## config.mk

```make
export PLATFORM = sky130hd
export DESIGN_NAME = multicycle_control
export DESIGN_NICKNAME = d
export VERILOG_FILES = /design/src/rtl/multicycle_control.sv
export SDC_FILE = /design/constraint.sdc
export NUM_CORES = 1
export LEC_CHECK = 0
export CORE_ASPECT_RATIO = 1.5
export CORE_MARGIN = 4
export CORE_UTILIZATION = 40
export DETAILED_ROUTE_END_ITERATION = 10
export HOLD_SLACK_MARGIN = 0.06
export PLACE_DENSITY = 0.75
export SYNTH_ARGS = -nofsm -noshare
export SYNTH_HDL_FRONTEND = slang
export SYNTH_SLANG_ARGS = --single-unit
```

## constraint.sdc

```tcl
create_clock -name clk -period 1.65 [get_ports clk]
set_input_delay 0.33 -clock clk [delete_from_list [all_inputs] [get_ports clk]]
set_output_delay 0.33 -clock clk [all_outputs]
set_load 0.03 [all_outputs]
```

## src/rtl/multicycle_control.sv

```systemverilog
// Multicycle MIPS-style control unit: registered state sequencer with outputs
// decoded from the state register and the opcode latched in DECODE.
module multicycle_control (
    input  logic       clk,
    input  logic       reset,
    input  logic [5:0] OP,
    input  logic       Zero,
    input  logic       MemReady,
    output logic       PCWrite,
    output logic       IorD,
    output logic       MemRead,
    output logic       MemWrite,
    output logic       IRWrite,
    output logic       RegDst,
    output logic       MemtoReg,
    output logic       RegWrite,
    output logic       ALUSrcA,
    output logic       Illegal,
    output logic [1:0] ALUSrcB,
    output logic [1:0] PCSource,
    output logic [2:0] ALUOp,
    output logic [3:0] State
);

    localparam logic [5:0] OP_RTYPE = 6'h00;
    localparam logic [5:0] OP_ADDI  = 6'h08;
    localparam logic [5:0] OP_ORI   = 6'h0d;
    localparam logic [5:0] OP_INC   = 6'h07;
    localparam logic [5:0] OP_BEQ   = 6'h04;
    localparam logic [5:0] OP_BNE   = 6'h05;
    localparam logic [5:0] OP_LW    = 6'h23;
    localparam logic [5:0] OP_SW    = 6'h2b;
    localparam logic [5:0] OP_J     = 6'h02;

    typedef enum logic [3:0] {
        S_FETCH  = 4'd0,  S_DECODE = 4'd1,  S_MEMADR = 4'd2,  S_MEMRD  = 4'd3,
        S_MEMWB  = 4'd4,  S_MEMWR  = 4'd5,  S_REXEC  = 4'd6,  S_RWB    = 4'd7,
        S_IEXEC  = 4'd8,  S_IWB    = 4'd9,  S_BRANCH = 4'd10, S_JUMP   = 4'd11
    } state_t;

    state_t     state_q, state_d;
    logic [5:0] op_q, op_d;

    always_comb begin
        state_d = S_FETCH;
        op_d    = op_q;
        case (state_q)
            S_FETCH:  state_d = MemReady ? S_DECODE : S_FETCH;
            S_DECODE: begin
                op_d = OP;
                case (OP)
                    OP_LW, OP_SW:           state_d = S_MEMADR;
                    OP_RTYPE:               state_d = S_REXEC;
                    OP_ADDI, OP_ORI, OP_INC: state_d = S_IEXEC;
                    OP_BEQ, OP_BNE:         state_d = S_BRANCH;
                    OP_J:                   state_d = S_JUMP;
                    default:                state_d = S_FETCH;
                endcase
            end
            S_MEMADR: state_d = (op_q == OP_LW) ? S_MEMRD : S_MEMWR;
            S_MEMRD:  state_d = MemReady ? S_MEMWB : S_MEMRD;
            S_MEMWR:  state_d = MemReady ? S_FETCH : S_MEMWR;
            S_REXEC:  state_d = S_RWB;
            S_IEXEC:  state_d = S_IWB;
            default:  state_d = S_FETCH;
        endcase
    end

    always_ff @(posedge clk) begin
        if (reset) begin
            state_q <= S_FETCH;
            op_q    <= 6'h00;
        end else begin
            state_q <= state_d;
            op_q    <= op_d;
        end
    end

    // Illegal is flagged from the live OP because op_q only captures it at the end of DECODE.
    always_comb begin
        PCWrite  = 1'b0; IorD     = 1'b0; MemRead  = 1'b0; MemWrite = 1'b0;
        IRWrite  = 1'b0; RegDst   = 1'b0; MemtoReg = 1'b0; RegWrite = 1'b0;
        ALUSrcA  = 1'b0; Illegal  = 1'b0; ALUSrcB  = 2'b00; PCSource = 2'b00;
        ALUOp    = 3'b000;
        case (state_q)
            S_FETCH: begin
                MemRead = 1'b1;
                ALUSrcB = 2'b01;
                ALUOp   = 3'b100;
                IRWrite = MemReady & ~reset;
                PCWrite = MemReady & ~reset;
            end
            S_DECODE: begin
                ALUSrcB = 2'b11;
                ALUOp   = 3'b100;
                Illegal = !(OP inside {OP_RTYPE, OP_ADDI, OP_ORI, OP_INC, OP_BEQ,
                                       OP_BNE, OP_LW, OP_SW, OP_J});
            end
            S_MEMADR: begin
                ALUSrcA = 1'b1;
                ALUSrcB = 2'b10;
                ALUOp   = 3'b100;
            end
            S_MEMRD: begin
                MemRead = 1'b1;
                IorD    = 1'b1;
            end
            S_MEMWB: begin
                RegWrite = 1'b1;
                MemtoReg = 1'b1;
            end
            S_MEMWR: begin
                MemWrite = 1'b1;
                IorD     = 1'b1;
            end
            S_REXEC: begin
                ALUSrcA = 1'b1;
                ALUOp   = 3'b111;
            end
            S_RWB: begin
                RegWrite = 1'b1;
                RegDst   = 1'b1;
            end
            S_IEXEC: begin
                ALUSrcA = 1'b1;
                ALUSrcB = 2'b10;
                case (op_q)
                    OP_ORI:  ALUOp = 3'b101;
                    OP_INC:  ALUOp = 3'b110;
                    default: ALUOp = 3'b100;
                endcase
            end
            S_IWB:    RegWrite = 1'b1;
            S_BRANCH: begin
                ALUSrcA  = 1'b1;
                ALUOp    = 3'b001;
                PCSource = 2'b01;
                PCWrite  = ((op_q == OP_BEQ) & Zero) | ((op_q == OP_BNE) & ~Zero);
            end
            S_JUMP: begin
                PCWrite  = 1'b1;
                PCSource = 2'b10;
            end
            default: ;
        endcase
    end

    assign State = state_q;

endmodule

```

==> results.toml, run 1 <==
[synthesis]
yosysWarningCount = 0
netlist_area_um2 = 903
synth_seq_area_share_pct = 22.2
syn_avg_cell_area_um2 = 7.00
ys_ff_latch = 10
synth_fp_nets = 139
yosysUniqueCellTypes = 36
netlist_instances = 129

[die]
rows = 20
pin_count = 31
start_util_pct = 43.0
die_y_um = 66.2
die_w_um = 46.8

[timing]
worst-ep-kind = "primary output"
worst_endpoint = "PCWrite"

[grt]
antenna_found_initial = 0
grt_max_degree = 16

[clock_tree]
cts_inserted_buffers = 3
clock_path_buffers = 2
clockRootBuffer = "clkbuf_4"
htree_levels = 1
cts.sinks = 10
cts_hold_buf = 0

[run_status]
error_line = "[ERROR DPL-0033] detailed placement checks failed during check placement."
lastStage = "global routing"
status = "did not finish"

[place]
place.detailed.hpwl_um = 2330
portBuffers = 30
gp_congestion = 0.809
[through the flow]
stage / cells / hold slack (ps) / area, um2 / setup WS [ps]
floorplan: 129 / 444 / 1100 / -174
global placement: 198 / 462 / 1510 / -471
detailed placement: 198 / 467 / 1510 / -496
CTS: 208 / 479 / 1760 / -322
[cell families after synthesis]
logic type | synth area share (%)
and+or+nand+nor | 41.3
AOI/OAI and AO/OA | 24.7
buffers and inverters | 9.00
DFF | 22.2
xor gates and xnor gates | 2.91
[cell usage after synthesis (all sizes together)]
cell,number,area share (%)
and4b,1,1.1
o311ai,1,0.97
nor3,9,5.0
a211oi,1,0.83
xnor2,3,2.9
a211o,2,1.9
buf,4,3.7
nor4b,1,0.97
nor2,10,4.2
or3,6,4.2
nand4b,2,1.9
nand2b,6,4.2
a21oi,13,7.2
o22ai,1,0.69
or4b,3,3.7
o21ai,4,2.2
nand3,3,1.7
a2111oi,1,3.0
inv,2,0.83
nor4,2,1.4
o21a,1,0.83
a31oi,2,1.4
nor2b,3,2.1
or3b,1,0.97
dfxtp,10,22
a311oi,2,1.9
nand2,18,7.5
nand3b,3,2.5
a21boi,1,0.83
clkbuf,10,4.4
o32ai,2,1.9
o21bai,1,0.83
[timing repair]
action / CTS
setup endpoints to repair: 22
pin swaps: 8
buffers inserted: 6
gates resized for setup: 55
==> inputs of run 2 (changes only) <==
==> config.mk (replaced) <==
export PLATFORM = sky130hd
export DESIGN_NAME = multicycle_control
export DESIGN_NICKNAME = d
export VERILOG_FILES = /design/src/rtl/multicycle_control.sv
export SDC_FILE = /design/constraint.sdc
export NUM_CORES = 1
export LEC_CHECK = 0
export CORE_AREA = 4 4 65 67
export DETAILED_ROUTE_END_ITERATION = 10
export DIE_AREA = 0 0 69 71
export PLACE_DENSITY_LB_ADDON = 0.15
export SYNTH_ARGS = -nofsm -noshare
export SYNTH_HDL_FRONTEND = slang
export SYNTH_SLANG_ARGS = --single-unit
==> constraint.sdc (replaced) <==
create_clock -name clk -period 2.15 [get_ports clk]
set_input_delay 0.43 -clock clk [delete_from_list [all_inputs] [get_ports clk]]
set_output_delay 0.43 -clock clk [all_outputs]
set_load 0.03 [all_outputs]
==> results.toml, run 2 <==
[clock_tree]
cts_hold_buf = 0
cts.sinks = 10
clock_latency_ps = 230
cts_inserted_buffers = 3
clock_path_buffers = 2
postCtsSetupBuffers = 0
clk_pin_slew_ps = 50
clockRootBuffer = "clkbuf_8"
htree_levels = 1
cts_tree = "built"

[worst_setup_path]
crit_type = "reg -> out"
rr_worst_depth = 5
r2r_start = "State[1]"
cp.arrival_ps = 1650
required_ps = 1720
crit_path_max_incr_delay_ps = 580
start_kind = "register"
crit_slowest_cell = "or4b_4"
r2r_setup_slack_ps = 350
cp_num_buf_inv = 2
crit_chain = "buf_12 -> or4b_4 -> nor3_2 -> buf_4"
crit_path_end_kind = "primary output"
reg2reg_to = "State[2]"
path_max_fanout = 22
crit_family = "simple AND/OR/NAND/NOR gates"

[grt]
grt_pass1_wl_um = 4750
first_global_vias = 1057
track_usage_pct = 11.6
grt_max_degree = 23
grt_overflow_total = 0
antenna_found_initial = 0

[timing]
finalCritPeriodShare_pct = 96.7
tightest_slew_ps = 598
min_period_ps = 2080
rsz0062_at_grt = "no"
finalHoldViolCount = 0
setup_viol = 0
maxSlewHeadroom_pct = 59.8
worst_clock_skew_ps = 0.791
max_freq_ghz = 0.481
drv_slew = 0

[detailed_routing]
wl_per_cell_um = 12.9
ant_nets = 0
first_pass_iters = 5
viasPerCell = 5.00
post-route-drc-count = 0
drt-total-wl_um = 2780
first_iter_violations = 44
via_count = 1081

[synthesis]
synth_fp_nets = 139
ys_ff_latch = 10
yosysTopAreaCell = "dfxtp_1"
synth-edff-count = 0
synth_flop_cell = "dfxtp_1"
yosysMostFrequentCell = "nand2_1"
yosys.area.top_type_share_pct = 22.2
yosysWarningCount = 0
netlist_top_cells_area = "dfxtp_1, nand2_1, a21oi_1"
yosysUniqueCellTypes = 36
netlist_instances = 129
synth_seq_area_share_pct = 22.2
netlist_area_um2 = 903
synthArstFlopShare_pct = 0
syn_avg_cell_area_um2 = 7.00
synth_common_cells = "nand2_1, a21oi_1, dfxtp_1, nor2_1, nor3_1"

[place]
gp_congestion = 0.762
dp_cells = 212
place.detailed.hpwl_um = 2180
portBuffers = 30
place_area_um2 = 1340

[finish]
syn_to_final_growth_pct = 61.1
final_area_um2 = 1460
final_cell_mix = "buf_4, nand2_1, a21oi_1, nor2_1, dfxtp_1"
drive_gt1_share_pct = 37.5
layout.cells.non_filler = 216
diodes = 0
layout.nets = 179
layout_commonest_cell = "buf_4"
fill_cells = 402
largest_reg_flops = 6
largest-register = "op_q"

[die]
die_w_um = 69
die_y_um = 71
rows = 22
core-area_um2 = 3630
start_util_pct = 24.9
dieArea_um2 = 4900
pin_count = 31

[power_and_ir_drop]
clockPowerShare_pct = 38.7
vdd_drop_max_mv = 0.125
leakagePower_nw = 0.549
power_density_nw_per_um2 = 416
seqPwrFrac_pct = 33.3
p_int_w = 0.000431
swShare_pct = 28.8
p_switching_w = 0.000175
p_comb_share_pct = 28.0

[hold_path]
min_path_type = "reg -> reg"
min_to = "op_q[4]"
whs_path_depth = 2
min-delay-start = "op_q[4]"

[flow_run]
maxCapViolCount = 0

[run_status]
status = "finished, final reports clean"
## run 2: cell counts after synthesis
Identical to the previous run, type by type.
## run 2: cell type report
class / count / area (um2) / share of cell area, %
Sequential cell: 10 / 204 / 14.0
Inverter: 2 / 7.51 / 0.516
Clock buffer: 4 / 55.1 / 3.78
Timing Repair Buffer: 49 / 409 / 28.1
Multi-Input combinational cell: 103 / 719 / 49.4
Tap cell: 48 / 60.1 / 4.13
## run 2: logic make-up (layout without fill, tap and decap cells)
kind of cell / count (synthesis) / after routing / share of synthesized area [%]
and+or+nand+nor: 68 / 68 / 41.3
AOI/OAI and AO/OA: 32 / 32 / 24.7
buffers and inverters: 16 / 55 / 9.00
DFF: 10 / 10 / 22.2
xor gates and xnor gates: 3 / 3 / 2.91
## run 2: routing by layer
layer,vias to the layer above,part of all wire [%],GRT usage [%]
met5,-,0,0
met4,0,2.7,7.16
met3,5,4.3,1.70
met2,29,47,19.9
met1,496,46,13.7
li1,551,-,-
## run 2: how the worst max path moves through the flow
stage / start / end / cells past startpoint
finish: State[1] / Illegal / 4
global route: State[1] / Illegal / 4
CTS: OP[3] / Illegal / 6
detailed placement: MemReady / PCWrite / 6
global placement: MemReady / PCWrite / 6
floorplan: State[1] / PCWrite / 5
## run 2: tightest hold or removal path, cell delays in order, from the launching register on
cell and delay, ps:
dfxtp_1 310, nand2_1 60, a21oi_1 50
## run 2: timing repair
| action | 4_1_cts | 5_1_grt |
|---|---|---|
| gates resized for setup | 13 | 13 |
| endpoints found under the setup margin | 5 | 5 |
| pin swaps | 2 | 5 |
## run 2: stage by stage
step	TNS (ps)	setup slack, ps	hold slack (ps)	util [%]	total power [W]
final	0	70.8	469	40.0	0.000606
after global routing	0	3.91	490	40.0	0.000632
after CTS	0	9.05	469	38.9	0.000608
after detailed placement	-775	-335	462	36.9	0.000375
after global placement	-741	-328	460	36.9	0.000373
after floorplan	-266	-93.3	444	-	0.000305
## run 2: power by group through the flow
stage | registers (W) | clock network, W | logic [W]
floorplan | 0.000207 | 0 | 0.0000978
global placement | 0.000204 | 0 | 0.000168
detailed placement | 0.000205 | 0 | 0.000170
CTS | 0.000201 | 0.000238 | 0.000169
global route | 0.000203 | 0.000244 | 0.000185
finish | 0.000202 | 0.000234 | 0.000170
Note: power is estimated with default switching activity, not from simulation.
==> inputs of run 3 (changes only) <==
==> constraint.sdc (replaced) <==
create_clock -name clk -period 2.5 [get_ports clk]
set_input_delay 0.5 -clock clk [delete_from_list [all_inputs] [get_ports clk]]
set_output_delay 0.5 -clock clk [all_outputs]
set_load 0.03 [all_outputs]
==> results.toml, run 3 (synthesis results as in run 2) <==
[run_status]
status = "finished, final reports clean"

[clock_tree]
postCtsSetupBuffers = 0
cts.sinks = 10
clockRootBuffer = "clkbuf_8"
clock_latency_ps = 230
cts_hold_buf = 0
clock_path_buffers = 2
htree_levels = 1
clk_pin_slew_ps = 50
cts_tree = "built"
cts_inserted_buffers = 3

[grt]
antenna_found_initial = 0
first_global_vias = 1010
grt_overflow_total = 0
grt_max_degree = 15
grt_pass1_wl_um = 4510
track_usage_pct = 11.1

[power_and_ir_drop]
leakagePower_nw = 0.530
vdd_drop_max_mv = 0.139
power_density_nw_per_um2 = 370
p_switching_w = 0.000143
swShare_pct = 28.0
p_comb_share_pct = 26.9
seqPwrFrac_pct = 34.3
p_int_w = 0.000369
clockPowerShare_pct = 38.8

[detailed_routing]
post-route-drc-count = 0
first_pass_iters = 4
ant_nets = 0
drt-total-wl_um = 2700
viasPerCell = 4.92
first_iter_violations = 32
via_count = 1044
wl_per_cell_um = 12.8

[timing]
setup_viol = 0
maxSlewHeadroom_pct = 57.9
tightest_slew_ps = 626
fin_hold_ws_ps = 467
drv_slew = 0
rsz0062_at_grt = "no"
worst_clock_skew_ps = 3.06
finalHoldViolCount = 0
max_freq_ghz = 0.421
min_period_ps = 2380
finalCritPeriodShare_pct = 95.1

[finish]
syn_to_final_growth_pct = 53.5
diodes = 0
layout_commonest_cell = "buf_4"
largest-register = "op_q"
final_cell_mix = "buf_4, clkdlybuf4s50_1, nand2_1, a21oi_1, nor2_1"
drive_gt1_share_pct = 21.3
fill_cells = 388
largest_reg_flops = 6
layout.nets = 175
layout.cells.non_filler = 212

[worst_setup_path]
crit_path_end_kind = "primary output"
cp.arrival_ps = 1880
path_max_fanout = 5
start_kind = "input port"
required_ps = 2000
crit_type = "in -> out"

[die]
dieArea_um2 = 4900
die_y_um = 71
core-area_um2 = 3630
pin_count = 31
start_util_pct = 24.9
rows = 22
die_w_um = 69

[place]
dp_cells = 208
gp_congestion = 0.743
portBuffers = 30
place.detailed.hpwl_um = 2170

[flow_run]
maxCapViolCount = 0

[hold_path]
min_path_type = "reg -> reg"
[run 3: worst paths after layout]
path | from | endpoint | slack (ps) | depth (start not counted)
worst max register to register | State[2] | State[2] | 520 | 5
worst min register to register | op_q[5] | op_q[5] | 470 | 2
worst min-delay path | op_q[5] | op_q[5] | 470 | 2
worst max-delay path | OP[0] | Illegal | 120 | 6
[run 3: area by class of cell]
cell class | count | area, um2 | share of cell area, %
Tap cell | 48 | 60.1 | 4.33
Sequential cell | 10 | 203 | 14.6
Timing Repair Buffer | 45 | 415 | 30.0
Multi-Input combinational cell | 103 | 646 | 46.6
Clock buffer | 4 | 55.1 | 3.97
Inverter | 2 | 7.51 | 0.542
[run 3: repair_timing]
item                       4_1_cts  5_1_grt
cloned                           0        0
pin swaps                        1        1
setup endpoints to repair        2        8
resized for setup                2       10
[run 3: routing by layer]
layer / up-vias / wire length (um) / GRT usage (%) / share of wire, %
met5: - / 0 / 0 / 0
met4: 0 / 64 / 6.51 / 2.4
met3: 5 / 133 / 1.42 / 4.9
met2: 31 / 1260 / 18.8 / 47
met1: 468 / 1240 / 13.4 / 46
li1: 540 / - / - / -
[run 3: worst max-delay path, stage by stage]
cell and delay (ps):
clkdlybuf4s50_1 570, buf_4 170, nand4b_1 80, a211oi_1 330, nor3_2 60, buf_4 170
[run 3: power by group through the flow]
stage / registers, W / clock network, W / logic (W)
final: 0.000176 / 0.000199 / 0.000138
after floorplan: 0.000178 / 0 / 0.0000812
after detailed placement: 0.000179 / 0 / 0.000138
after global routing: 0.000177 / 0.000213 / 0.000150
after CTS: 0.000176 / 0.000205 / 0.000139
after global placement: 0.000178 / 0 / 0.000136
[run 3: stage by stage]
stage	TNS, ps	setup WS [ps]	total power [W]	utilization (%)	instance area [um2]
global route	0	38.8	0.000540	38.2	1390
floorplan	0	24.1	0.000259	-	908
global placement	-111	-111	0.000314	35.6	1290
CTS	0	25.1	0.000520	37.3	1360
detailed placement	-194	-139	0.000316	35.6	1290
finish	0	122	0.000513	38.2	1390
